`src/rtl/hs_txn_profiler.sv`:
```
// Per-transaction timing profiler for an ap_ctrl_hs handshake; a record appears on m_* one cycle after its done.
// Backpressure: m_ready stalls the output FIFO; records arriving while it is full are dropped and counted.

// Generic FWFT FIFO: push when wr_vld && wr_rdy; full FIFO still accepts a push if it pops in the same cycle.
module hs_txn_fifo #(
  parameter int W     = 8,
  parameter int DEPTH = 4
) (
  input  logic         ap_clk,
  input  logic         ap_rst_n,
  input  logic         wr_vld,
  output logic         wr_rdy,
  input  logic [W-1:0] wr_dat,
  output logic         rd_vld,
  input  logic         rd_rdy,
  output logic [W-1:0] rd_dat
);
  localparam int AW = $clog2(DEPTH);

  logic [W-1:0] mem [DEPTH];
  logic [AW:0]  wr_ptr, rd_ptr;
  logic         full, do_wr, do_rd;

  assign full   = (wr_ptr[AW] != rd_ptr[AW]) && (wr_ptr[AW-1:0] == rd_ptr[AW-1:0]);
  assign rd_vld = (wr_ptr != rd_ptr);
  assign wr_rdy = !full || rd_rdy;
  assign do_wr  = wr_vld && wr_rdy;
  assign do_rd  = rd_vld && rd_rdy;
  assign rd_dat = mem[rd_ptr[AW-1:0]];

  always_ff @(posedge ap_clk or negedge ap_rst_n) begin
    if (!ap_rst_n) begin
      wr_ptr <= '0;
      rd_ptr <= '0;
      for (int i = 0; i < DEPTH; i++) mem[i] <= '0;
    end else begin
      if (do_wr) begin
        mem[wr_ptr[AW-1:0]] <= wr_dat;
        wr_ptr              <= wr_ptr + (AW+1)'(1);
      end
      if (do_rd) rd_ptr <= rd_ptr + (AW+1)'(1);
    end
  end
endmodule

module hs_txn_profiler #(
  parameter int TS_W       = 16,
  parameter int INFL_DEPTH = 4,
  parameter int FIFO_DEPTH = 8
) (
  input  logic            ap_clk,
  input  logic            ap_rst_n,
  input  logic            ap_start,
  input  logic            ap_ready,
  input  logic            ap_done,
  input  logic            ap_continue,
  input  logic            finish,
  output logic            m_valid,
  input  logic            m_ready,
  output logic [TS_W-1:0] m_start_ts,
  output logic [TS_W-1:0] m_latency,
  output logic [TS_W-1:0] m_interval,
  output logic [TS_W-1:0] m_stall,
  output logic [15:0]     drop_cnt,
  output logic            err_infl_ovf,
  output logic            err_done_unf,
  output logic            idle
);
  typedef struct packed {
    logic [TS_W-1:0] start_ts;
    logic [TS_W-1:0] interval;
    logic [TS_W-1:0] stall;
  } ent_t;

  typedef struct packed {
    logic [TS_W-1:0] start_ts;
    logic [TS_W-1:0] latency;
    logic [TS_W-1:0] interval;
    logic [TS_W-1:0] stall;
  } rec_t;

  typedef enum logic {S_IDLE, S_WAIT_RDY} state_t;

  state_t          state_q, state_d;
  logic [TS_W-1:0] ts, pend_ts, last_start_ts, acc_start;
  logic            first_acc, pend_ld, accept, done_ev, bypass;
  ent_t            acc_ent, head_ent, src_ent;
  rec_t            rec_dat, out_rec;
  logic            infl_wr_vld, infl_wr_rdy, infl_rd_vld;
  logic            rec_vld, out_wr_rdy;

  // acc_start is the timestamp of the first ap_start cycle, valid whenever accept is high
  always_comb begin
    state_d   = state_q;
    pend_ld   = 1'b0;
    accept    = 1'b0;
    acc_start = pend_ts;
    case (state_q)
      S_IDLE: begin
        if (ap_start && !finish) begin
          pend_ld   = 1'b1;
          acc_start = ts;
          if (ap_ready) accept = 1'b1;
          else          state_d = S_WAIT_RDY;
        end
      end
      S_WAIT_RDY: begin
        if (ap_ready) begin
          accept  = 1'b1;
          state_d = S_IDLE;
        end else if (!ap_start) begin
          state_d = S_IDLE;
        end
      end
      default: state_d = S_IDLE;
    endcase
  end

  assign acc_ent.start_ts = acc_start;
  assign acc_ent.stall    = ts - acc_start;
  assign acc_ent.interval = first_acc ? '0 : (acc_start - last_start_ts);

  assign done_ev     = ap_done && ap_continue;
  assign bypass      = accept && done_ev && !infl_rd_vld;
  assign infl_wr_vld = accept && !bypass;

  hs_txn_fifo #(.W($bits(ent_t)), .DEPTH(INFL_DEPTH)) u_infl (
    .ap_clk   (ap_clk),
    .ap_rst_n (ap_rst_n),
    .wr_vld   (infl_wr_vld),
    .wr_rdy   (infl_wr_rdy),
    .wr_dat   (acc_ent),
    .rd_vld   (infl_rd_vld),
    .rd_rdy   (done_ev),
    .rd_dat   (head_ent)
  );

  // An empty queue with a same-cycle accept completes straight from the accepting entry
  assign rec_vld          = done_ev && (infl_rd_vld || accept);
  assign src_ent          = infl_rd_vld ? head_ent : acc_ent;
  assign rec_dat.start_ts = src_ent.start_ts;
  assign rec_dat.latency  = ts - src_ent.start_ts;
  assign rec_dat.interval = src_ent.interval;
  assign rec_dat.stall    = src_ent.stall;

  hs_txn_fifo #(.W($bits(rec_t)), .DEPTH(FIFO_DEPTH)) u_out (
    .ap_clk   (ap_clk),
    .ap_rst_n (ap_rst_n),
    .wr_vld   (rec_vld),
    .wr_rdy   (out_wr_rdy),
    .wr_dat   (rec_dat),
    .rd_vld   (m_valid),
    .rd_rdy   (m_ready),
    .rd_dat   (out_rec)
  );

  assign m_start_ts = out_rec.start_ts;
  assign m_latency  = out_rec.latency;
  assign m_interval = out_rec.interval;
  assign m_stall    = out_rec.stall;
  assign idle       = (state_q == S_IDLE) && !infl_rd_vld && !m_valid;

  always_ff @(posedge ap_clk or negedge ap_rst_n) begin
    if (!ap_rst_n) begin
      state_q       <= S_IDLE;
      ts            <= '0;
      pend_ts       <= '0;
      last_start_ts <= '0;
      first_acc     <= 1'b1;
      drop_cnt      <= '0;
      err_infl_ovf  <= 1'b0;
      err_done_unf  <= 1'b0;
    end else begin
      state_q <= state_d;
      ts      <= ts + TS_W'(1);
      if (pend_ld) pend_ts <= ts;
      // interval reference advances on every acceptance, even one lost to overflow
      if (accept) begin
        last_start_ts <= acc_start;
        first_acc     <= 1'b0;
      end
      if (infl_wr_vld && !infl_wr_rdy)         err_infl_ovf <= 1'b1;
      if (done_ev && !infl_rd_vld && !accept)  err_done_unf <= 1'b1;
      if (rec_vld && !out_wr_rdy && drop_cnt != 16'hFFFF) drop_cnt <= drop_cnt + 16'd1;
    end
  end
endmodule

```
`config.mk`:
```
export PLATFORM = sky130hd
export DESIGN_NAME = hs_txn_profiler
export DESIGN_NICKNAME = d
export VERILOG_FILES = /design/src/rtl/hs_txn_profiler.sv
export SDC_FILE = /design/constraint.sdc
export NUM_CORES = 2
export LEC_CHECK = 0
export ABC_AREA = 0
export CORE_MARGIN = 2
export CORE_UTILIZATION = 24
export CTS_CLUSTER_DIAMETER = 150
export DETAILED_ROUTE_END_ITERATION = 7
export SLEW_MARGIN = 15
export SYNTH_ARGS = -nofsm -noshare
export SYNTH_HDL_FRONTEND = slang
export SYNTH_SLANG_ARGS = --single-unit
```
`constraint.sdc`:
```
create_clock -name ap_clk -period 6.2 [get_ports ap_clk]
set_clock_uncertainty 0.05 [all_clocks]
set_input_delay 1.86 -clock ap_clk [delete_from_list [all_inputs] [get_ports ap_clk]]
set_output_delay 1.86 -clock ap_clk [all_outputs]
set_load 0.02 [all_outputs]
```
==> flow_metrics.py <==
metrics = {
    "global_route": {
        "grt-ovfl-total": 0,
        "grt-busiest-layer": "met2",
        "grt.met3_usage_pct": 2.463,
        "met2_usage_pct": 19.41,
        "first_global_vias": 24670,
        "grt.total_usage_pct": 12.32,
        "use_met1_pct": 16.98,
        "grt_pass1_wl_mm": 147.7,
        "antenna_found_initial": 1,
        "grt_max_degree": 140,
    },
    "clocking": {
        "postCtsResizedCells": 0,
        "postCtsHoldBufs": 0,
        "h-tree-depth": 3,
        "numCtsBuffers": 84,
        "cts_sinks": 786,
        "path_clk_slew_ps": 60,
        "cts_setup_buffers": 0,
        "cts.root.buffer_cell": "clkbuf_16",
        "clock_path_buffers": 3,
        "tritoncts": "built",
        "insertion_delay_ps": 690,
    },
    "route": {
        "vias": 24640,
        "drc": 0,
        "final_antenna_net_count": 0,
        "wl_per_cell_um": 17.18,
        "dr.pass1.iters": 5,
        "drtIter0Drc": 1358,
        "vias_per_cell": 4.484,
        "totalWireLength_mm": 94.36,
    },
    "yosys": {
        "synth_area_leaders": "dfrtp_1, mux4_2, o21ai_0",
        "avgSynthCellArea_um2": 10.83,
        "synth_edf_count": 0,
        "yosysWarnings": 0,
        "synth_cells": 3338,
        "yosysTopAreaCell": "dfrtp_1",
        "async_flop_share_pct": 100.0,
        "yosysSeqAreaShare_pct": 54.40,
        "synth_common_cells": "dfrtp_1, nand2_1, o21ai_0",
        "ys.flop_type": "dfrtp_1",
        "netlist_area_mm2": 0.03616,
        "ys_types": 75,
        "synth_most_common_cell": "dfrtp_1",
        "netlist.area_leader.share_pct": 54.33,
        "synth-seq-cells": 786,
        "syn_nets": 3393,
    },
    "critical_path": {
        "cp_slowest_stage_delay_ps": 560,
        "crit_top_cell": "a21oi_1",
        "cpMaxStageDelayCell": "or3b_1",
        "critPathKind": "in -> reg",
        "path_cells": "clkdlybuf4s50_1 > or3b_1 > buf_4 > mux2i_2 > nor2_1 > a21oi_1 > ha_1 > nor2b_1 > o21a_1 > o21ai_0 > a21oi_1 > o211ai_1 > a21oi_1 > mux2i_1 > nand3_1 > mux2_2",
        "cp-start-kind": "input port",
        "crit_fanout": 8,
        "startpoint": "ap_start",
        "cp_data_arrival_time_ps": 6090,
        "r2r_cells": 16,
        "end_kind": "flop",
        "crit_required_ps": 6700,
        "r2r-start": "u_infl.rd_ptr[0]",
    },
    "power_and_ir_drop": {
        "seqPwrFrac_pct": 36.0,
        "p_sw_mw": 8.351,
        "power_frac_comb_pct": 41.0,
        "totalPowerFinal_mw": 21.90,
        "ir_drop_uv": 294.4,
        "p_leak_nw": 18.71,
        "internal-power_mw": 13.55,
        "p_per_area_mw_per_mm2": 512.4,
        "clockPowerShare_pct": 23.0,
        "p_sw_share_pct": 38.13,
    },
    "floorplanning": {
        "start_util_pct": 24.14,
        "fp.dieW_um": 392.2,
        "die_h_um": 392.2,
        "coreArea_mm2": 0.1498,
        "rows": 142,
        "ios": 92,
        "die_area_mm2": 0.1538,
    },
    "place": {
        "place_hpwl_mm": 60.19,
        "numPortBuffers": 91,
        "gp_congestion": 0.8354,
    },
    "cells_and_area": {
        "finish.utilization_pct": 28.54,
        "syn2layout_area_growth_pct": 18.22,
        "diodes": 0,
        "drive_above_1_share_pct": 16.94,
        "nets": 3470,
        "fillers": 15480,
    },
    "sta": {
        "post-route-min-period_ps": 5597,
        "worst_pin_slew_ps": 1004,
        "setup_viol": 0,
        "timing.final.crit_share_pct": 90.28,
        "slew_headroom_pct": 33.06,
        "setup_tns_ps": 0,
        "hold_violations": 0,
        "timing.fmax_ghz": 0.1787,
        "grt_setup_unrepaired": "no",
        "slew_violations": 0,
    },
    "worst_hold_path": {
        "whs_path_depth": 2,
        "hold_path_class": "reg -> reg",
        "holdCritStartpoint": "u_out.mem[43]",
    },
    "flow_run": {
        "max_cap_viol_count": 0,
    },
    "run_status": {
        "status": "completed",
    },
}
## cells by family (layout without fill, tap and decap cells)
kind of cell / after synthesis / after routing / share of synthesized area (%)
fa+ha+maj: 55 / 55 / 1.889
buf+inv: 281 / 421 / 2.941
compound gates: 800 / 800 / 11.89
mux: 310 / 310 / 15.17
simple gates: 1015 / 1015 / 11.48
xor+xnor: 91 / 91 / 2.225
flops: 786 / 786 / 54.40
## final timing paths
path                       slack, ps                to
min in group asynchronous       1130  last_start_ts[0]
min                              420     u_out.mem[43]
max in group asynchronous       3770    u_out.mem[147]
max                              600    u_out.mem[110]
max reg2reg                     1740    u_out.mem[110]
min reg2reg                      420     u_out.mem[43]
## layer usage
layer | wire (um) | up-vias
met5 | 13 | -
met4 | 2645 | 2
met3 | 4470 | 132
met2 | 43500 | 444
met1 | 43730 | 12310
li1 | - | 11750
## worst max-delay path, delay by kind of cell
| family | cells | cell delay, ps |
|---|---|---|
| adder cells (fa/ha/maj) | 1 | 330 |
| AND/OR/NAND/NOR | 4 | 1010 |
| multiplexers | 3 | 720 |
| buffers and inverters | 2 | 780 |
| AO/OA/AOI/OAI | 6 | 1360 |
## state kept, by name, summed over array words and instances (netlist names)
name,cells
first_acc,1
u_out.mem,512
u_infl.rd_ptr,3
u_out.rd_ptr,4
err_done_unf,1
state_q,1
pend_ts,16
ts,16
drop_cnt,16
u_out.wr_ptr,4
last_start_ts,16
u_infl.mem,192
u_infl.wr_ptr,3
err_infl_ovf,1
## cells in the final DEF (no fill, tap or decap), drive strengths merged, types with 13 or more instances in the layout
cell	instances
mux2i	18
nor2	99
buf	122
nor3	13
mux2	116
clkdlybuf4s50	90
dfrtp	785
clkinv	19
mux4	176
ha	45
xor2	22
nor2b	15
nand2	781
and3	13
nand3	20
a21oi	96
inv	63
o21ai	623
clkbuf	124
xnor2	69
nand2b	26
nand4	13
## cell type report
class                           count  area, um^2  area share [%]
Sequential cell                   786       19690           46.05
Multi-Input combinational cell   2271       15520           36.31
Tap cell                         2016        2522           5.901
Clock buffer                      124        2455           5.743
Timing Repair Buffer              212        2012           4.707
Clock inverter                     25       322.8          0.7552
Inverter                           60       225.2          0.5269
## power by group through the flow
stage	registers, mW	clock network, mW	logic, mW
finish	7.88	5.03	8.99
CTS	7.89	5.17	9.16
detailed placement	7.97	0	9.13
global route	8.10	5.39	9.90
floorplan	7.46	0	6.00
global placement	7.89	0	8.99
## through the flow
step | std cells | area (um^2) | hold slack (ps) | setup slack (ps)
global route | 5494 | 42750 | 434.8 | 229.0
detailed placement | 5345 | 39970 | 409.3 | -12.43
global placement | 5345 | 39970 | 403.4 | 64.49
floorplan | 3338 | 36160 | 390.8 | 337.8
finish | 5494 | 42750 | 424.3 | 602.8
CTS | 5494 | 42750 | 424.1 | 438.7
(Power assumes the default switching activity.)
